$ cat src/rtl/serial_route_tx.sv
// serial_route_tx: upstream feeder for a 1-to-2 serial demultiplexer.
//
// Accepts a parallel word plus a 1-bit destination tag over valid/ready and
// shifts the word out MSB-first on y. The demux select es is captured with the
// word and held through the whole frame and the following idle gap, so the
// demux never sees a select change mid-word.
//
// Ports:
//   clk       rising-edge clock
//   rst_n     asynchronous active-low reset
//   in_data   parallel word to send (WIDTH bits)
//   in_dest   destination tag: 0 = demux output A, 1 = demux output B
//   in_valid  in_data/in_dest valid
//   in_ready  block can accept a word this cycle (state register decode only)
//   y         serial data to the demux data input
//   es        select to the demux control input
//   frame     high while y carries a data bit
//   busy      high whenever not idle
//   done      one-cycle pulse in the cycle after the last data bit
module serial_route_tx #(
    parameter int unsigned WIDTH    = 8,
    parameter int unsigned IDLE_GAP = 2
) (
    input  logic             clk,
    input  logic             rst_n,
    input  logic [WIDTH-1:0] in_data,
    input  logic             in_dest,
    input  logic             in_valid,
    output logic             in_ready,
    output logic             y,
    output logic             es,
    output logic             frame,
    output logic             busy,
    output logic             done
);

    localparam int unsigned BitW = (WIDTH > 1) ? $clog2(WIDTH) : 1;
    localparam int unsigned GapW = (IDLE_GAP > 1) ? $clog2(IDLE_GAP) : 1;

    localparam logic [BitW-1:0] BitLast = BitW'(WIDTH - 1);
    localparam logic [GapW-1:0] GapLast = GapW'((IDLE_GAP > 0) ? IDLE_GAP - 1 : 0);

    typedef enum logic [1:0] {
        StIdle,
        StShift,
        StGap
    } state_e;

    state_e            state_q, state_d;
    logic [WIDTH-1:0]  shreg_q, shreg_d;
    logic [BitW-1:0]   bitcnt_q, bitcnt_d;
    logic [GapW-1:0]   gapcnt_q, gapcnt_d;
    logic              es_q, es_d;
    logic              done_q, done_d;

    always_ff @(posedge clk or negedge rst_n) begin
        if (!rst_n) begin
            state_q  <= StIdle;
            shreg_q  <= '0;
            bitcnt_q <= '0;
            gapcnt_q <= '0;
            es_q     <= 1'b0;
            done_q   <= 1'b0;
        end else begin
            state_q  <= state_d;
            shreg_q  <= shreg_d;
            bitcnt_q <= bitcnt_d;
            gapcnt_q <= gapcnt_d;
            es_q     <= es_d;
            done_q   <= done_d;
        end
    end

    always_comb begin
        state_d  = state_q;
        shreg_d  = shreg_q;
        bitcnt_d = bitcnt_q;
        gapcnt_d = gapcnt_q;
        es_d     = es_q;
        done_d   = 1'b0;

        case (state_q)
            StIdle: begin
                // in_ready is implied by being in this state.
                if (in_valid) begin
                    shreg_d  = in_data;
                    es_d     = in_dest;
                    bitcnt_d = '0;
                    state_d  = StShift;
                end
            end

            StShift: begin
                shreg_d = {shreg_q[WIDTH-2:0], 1'b0};
                if (bitcnt_q == BitLast) begin
                    done_d   = 1'b1;
                    bitcnt_d = '0;
                    if (IDLE_GAP > 0) begin
                        gapcnt_d = '0;
                        state_d  = StGap;
                    end else begin
                        state_d = StIdle;
                    end
                end else begin
                    bitcnt_d = bitcnt_q + 1'b1;
                end
            end

            StGap: begin
                if (gapcnt_q == GapLast) begin
                    gapcnt_d = '0;
                    state_d  = StIdle;
                end else begin
                    gapcnt_d = gapcnt_q + 1'b1;
                end
            end

            default: begin
                state_d = StIdle;
            end
        endcase
    end

    always_comb begin
        in_ready = (state_q == StIdle);
        busy     = (state_q != StIdle);
        frame    = (state_q == StShift);
        y        = frame & shreg_q[WIDTH-1];
        es       = es_q;
        done     = done_q;
    end

endmodule

$ cat config.mk
export PLATFORM = sky130hd
export DESIGN_NAME = serial_route_tx
export DESIGN_NICKNAME = d
export VERILOG_FILES = /design/src/rtl/serial_route_tx.sv
export SDC_FILE = /design/constraint.sdc
export NUM_CORES = 1
export LEC_CHECK = 0
export BUFFER_PORTS_ARGS = -buffer_cell sky130_fd_sc_hd__buf_4
export CAP_MARGIN = 20
export CORE_MARGIN = 1
export CORE_UTILIZATION = 50
export CTS_CLUSTER_DIAMETER = 150
export DETAILED_ROUTE_END_ITERATION = 10
export GPL_ROUTABILITY_DRIVEN = 0
export PLACE_DENSITY = 0.87
export SLEW_MARGIN = 0
export SYNTH_ARGS = -nofsm -noshare
export SYNTH_HDL_FRONTEND = slang
export SYNTH_SLANG_ARGS = --single-unit
$ cat constraint.sdc
create_clock -name clk -period 1.47 [get_ports clk]
set_input_delay 0.294 -clock clk [delete_from_list [all_inputs] [get_ports clk]]
set_output_delay 0.294 -clock clk [all_outputs]
set_load 0.005 [all_outputs]
# Yosys cells after proc, flatten, opt, wreduce, memory -nomap -nowiden
# Cells that the tools add are included.
# Widths: inputs -> output; s select.
[totals]
inputBits = 12
register_bits = 16
[op_classes]
addsub = 2
bitwise = 1
eq_ne = 6
mux = 14
n_reduce_logical = 8
[ops]
columns = ["operator", "count"]
rows = [
  ["$pmux 8 s2", 1],
  ["$mux 8", 1],
  ["$mux 2", 3],
  ["$mux 3", 2],
  ["$pmux 2 s3", 1],
  ["$pmux 3 s2", 1],
  ["$reduce_and 2->1", 3],
  ["$reduce_bool 2->1", 3],
  ["$mux 1", 4],
  ["$ne 2x2->1 const B", 2],
  ["$add 3x1->3 const B", 1],
  ["$eq 3x3->1 const B", 1],
  ["$reduce_and 3->1", 1],
  ["$eq 2x1->1 const B", 1],
  ["$eq 2x2->1 const B", 1],
  ["$logic_not 2->1", 1],
  ["$ne 2x1->1 const B", 1],
  ["$pmux 1 s2", 1],
  ["$add 1x1->1 const B", 1],
  ["$and 1x1->1", 1],
]

# Longest topological paths before layout
[logic_depth]
word_depth = 3
mapped_depth = 4
mapped_depth_nobuf = 4

# Worst setup path before layout
# OpenSTA, ideal clock, no wires.
[synth_path]
kind = "flip-flop to output port"
start = "reg state_q[1]"
end = "out y"
required_time_ns = 1.176
setup_slack_ns = 0.275
t_arrival_ns = 0.901
n_path_buf = 2
stages_incl_launch_ff = 5
path_cell_list = "dfrtp_1 buf_6 nor2b_4 buf_8 and2_2"
[synth_between]
elab_chain_cells = 2
[synth_rtl]
columns = ["item", "line_no", "text"]
rows = [
  ["start: declaration", "49", "state_e state_q, state_d;"],
  ["start signal: assignment", "58", "state_q <= StIdle;"],
  ["start signal: assignment", "65", "state_q <= state_d;"],
  ["$eq 2x1->1", "127", "frame = (state_q == StShift);"],
  ["via frame", "32", "output logic frame,"],
  ["$and 1x1->1", "128", "y = frame & shreg_q[WIDTH-1];"],
  ["end: declaration", "30", "output logic y,"],
]
# The timed path passes the listed nets, and every way through them passes these cells.

# Worst setup path after layout
[layout_path]
start = "reg state_q[1]"
end = "out y"
[layout_between]
elab_chain_cells = 2
[layout_rtl]
columns = ["item", "line_no"]
rows = [
  ["$eq 2x1->1", "127"],
  ["$and 1x1->1", "128"],
]
# No other way between the ends.

==> results.md <==
* Status: finished, final reports clean
* Top-area cell type share of the netlist area at 50.0%
* Placed Area at 921 sq um
* Worst EP required at 1.18 ns
* FF+latch count, synth at 16
* H-tree levels at 1
* Clk Latency, worst-skew pair at 0.29 ns
* Least-Margin Pin Slew at 0.419 ns
* Fin nets at 109
* Antenna fix cells at 0
* Post-synthesis cell count at 68
* Vias/cell at 5.69
* Endpoints failing setup at 0
* Reg2Reg Depth at 4
* CTS max path bufs at 2
* Number of DRC markers in iteration 0 at 32
* Total Routing Usage GR at 19.2%
* Die area at 1770 sq um
* FF-to-FF Start: state_q[0]
* Post-synth EDFFs at 0
* Max_slew headroom at 72.0%
* Share of cells above drive strength 1 at 44.1%
* Pins Over Slew Limit at 0
* Lkg Pwr at 0.515 nW
* Core area at 1510 sq um
* Die H at 42.0 um
* Clock root cell: clkbuf_4
* Setup CP Type: register to output pin
* Initial Utilization at 53.2%
* Wire length of the first global-routing pass at 2460 um
* Final Skew at 0.00744 ns
* Period utilisation layout at 98.4%
* Vias in the first global route at 586
* DIE WIDTH at 42.0 um
* Syn Nets at 82
* CTS tree: built
* Final hold slack at 0.229 ns
* YS warnings at 0
* Final min period at 1.45 ns
* CP max FO at 4
* Top post-synthesis cells by area: dfrtp_1, a222oi_1, nor2b_1, a22o_2, inv_1
* Routed vias at 620
* Cts bufs inserted at 3
* R2r endpoint: es
* Port Buffers at 17
* Routed Antenna Nets at 0
* Rows at 14
* RSZ-0062 raised after global routing: yes
* Synth cell types at 24
* Element type at the critical path start: register
* HP Class: input pin to register
* Clock-pin slew on the worst setup and hold paths at 0.09 ns
* Final Hold Violating Endpoints at 0
* Mapped Avg Cell Area at 11.8 sq um
* Final instance area at 1010 sq um
* DP Wirelength at 1040 um
* Hold EP: es
* PwrDens at 1930 nW/um^2
* Drt wl/cell at 14.2 um
* Hold Path Depth at 2
* Main flop type after synthesis: dfrtp_1
* IO Count at 18
* Max Clock Freq at 691 MHz
* Initial antenna violation count at 0
* Worst IR drop on VDD at 994 uV
* FFs w/ async S/R, synth at 100%
* Max Cap Viol at 0
* Post-Place Setup Slack at 0.150 ns
* Setup WS post-layout at 0.0238 ns
* Setup TNS at 0 ns
* Clk sink count at 16
* DR pass1 iterations at 5
* Final wirelength at 1550 um
* Synth area leader: dfrtp_1
* Largest net degree at the start of global routing at 17
* Critical Path AT at 1.15 ns
* Seq/Total Area, Yosys at 50.0%
* Mapped cell area at 801 sq um
* R2R Setup Slk at 0.14 ns
* DRC Markers at 0
* Hold Crit Start: in_dest
* Critical Path End Type: output pin
* GRT overflow at 0
* Area Growth Syn to Fin at 26.4%
[registers in the layout, summed over array words and instances (netlist names)]
register / cells
es: 1
state_q: 2
bitcnt_q: 3
shreg_q: 8
done: 1
gapcnt_q: 1
[synthesized netlist by cell type, types with 2 or more instances]
cell,number
and2_2,2
a22o_2,4
inv_1,9
dfrtp_1,16
nor2b_1,7
nor2_1,2
ha_1,2
nand2b_1,3
a222oi_1,7
buf_6,2
[area by class of cell]
| class | count | area, sq um |
|---|---|---|
| clock buffer | 3 | 22.5 |
| fill | 115 | 494 |
| inverter | 9 | 33.8 |
| multi-input combinational | 39 | 335 |
| sequential | 16 | 403 |
| tap | 16 | 20.0 |
| timing repair buffer | 26 | 198 |
[kinds of logic (layout without fill, tap and decap cells)]
logic type                 after synthesis  after routing  share of synthesized area, %
adders and majority gates                2              2                          3.12
DFF                                     16             16                          50.0
AOI/OAI and AO/OA                       16             16                          19.1
muxes                                    1              1                          1.41
buffers and inverters                   13             38                          9.53
and+or+nand+nor                         20             20                          16.9
[how the worst max path moves through the flow]
stage / slack, ns / depth (start not counted) / start / to
global route: -0.02 / 3 / state_q[1] / y
detailed placement: 0.15 / 3 / state_q[0] / shreg_q[4]
floorplan: 0.28 / 4 / state_q[1] / y
finish: 0.02 / 3 / state_q[1] / y
global placement: 0.20 / 3 / state_q[0] / y
CTS: 0.02 / 3 / state_q[0] / y
[layer usage]
metal / vias up / global-route usage (%) / part of all wire, %
met5: - / 0 / 0
met4: 0 / 8.13 / 1.9
met3: 5 / 8.19 / 5.1
met2: 19 / 30.9 / 52
met1: 302 / 22.6 / 41
li1: 294 / - / -
[worst max-delay path, cell delays in order (launching register included)]
cell,delay [ns]
dfrtp_2,0.47
nor2b_4,0.15
and2_4,0.14
buf_4,0.09
[repair_timing]
action | CTS | global route
gates resized for setup | 2 | 3
hold endpoints to repair | 16 | 0
cloned | 0 | 0
setup buffers | 5 | 1
hold buffers | 1 | 0
setup endpoints to repair | 3 | 3
[layout by cell type, fill, tap and decap left out, types with 2 or more instances in the layout]
master	instances
buf_4	25
dfrtp_1	14
inv_1	9
nor2b_1	7
a222oi_1	7
a22o_2	4
nand2b_1	3
clkbuf_4	3
nor2_1	2
ha_1	2
dfrtp_2	2
[through the flow]
stage | util (%) | cells | total power [mW]
2_1_floorplan | - | 68 | 1.35
3_3_place_gp | 61.1 | 99 | 1.55
3_5_place_dp | 61.1 | 99 | 1.59
4_1_cts | 65.9 | 108 | 1.89
5_1_grt | 67.2 | 109 | 2.08
6_report | 67.2 | 109 | 1.95
[where the power goes]
part / leakage [nW] / switching [mW] / internal (mW)
logic: 0.309 / 0.427 / 0.570
clock network: 0.0138 / 0.135 / 0.0954
registers: 0.192 / 0.0923 / 0.630
No activity file was read; power rests on OpenSTA's default activity.
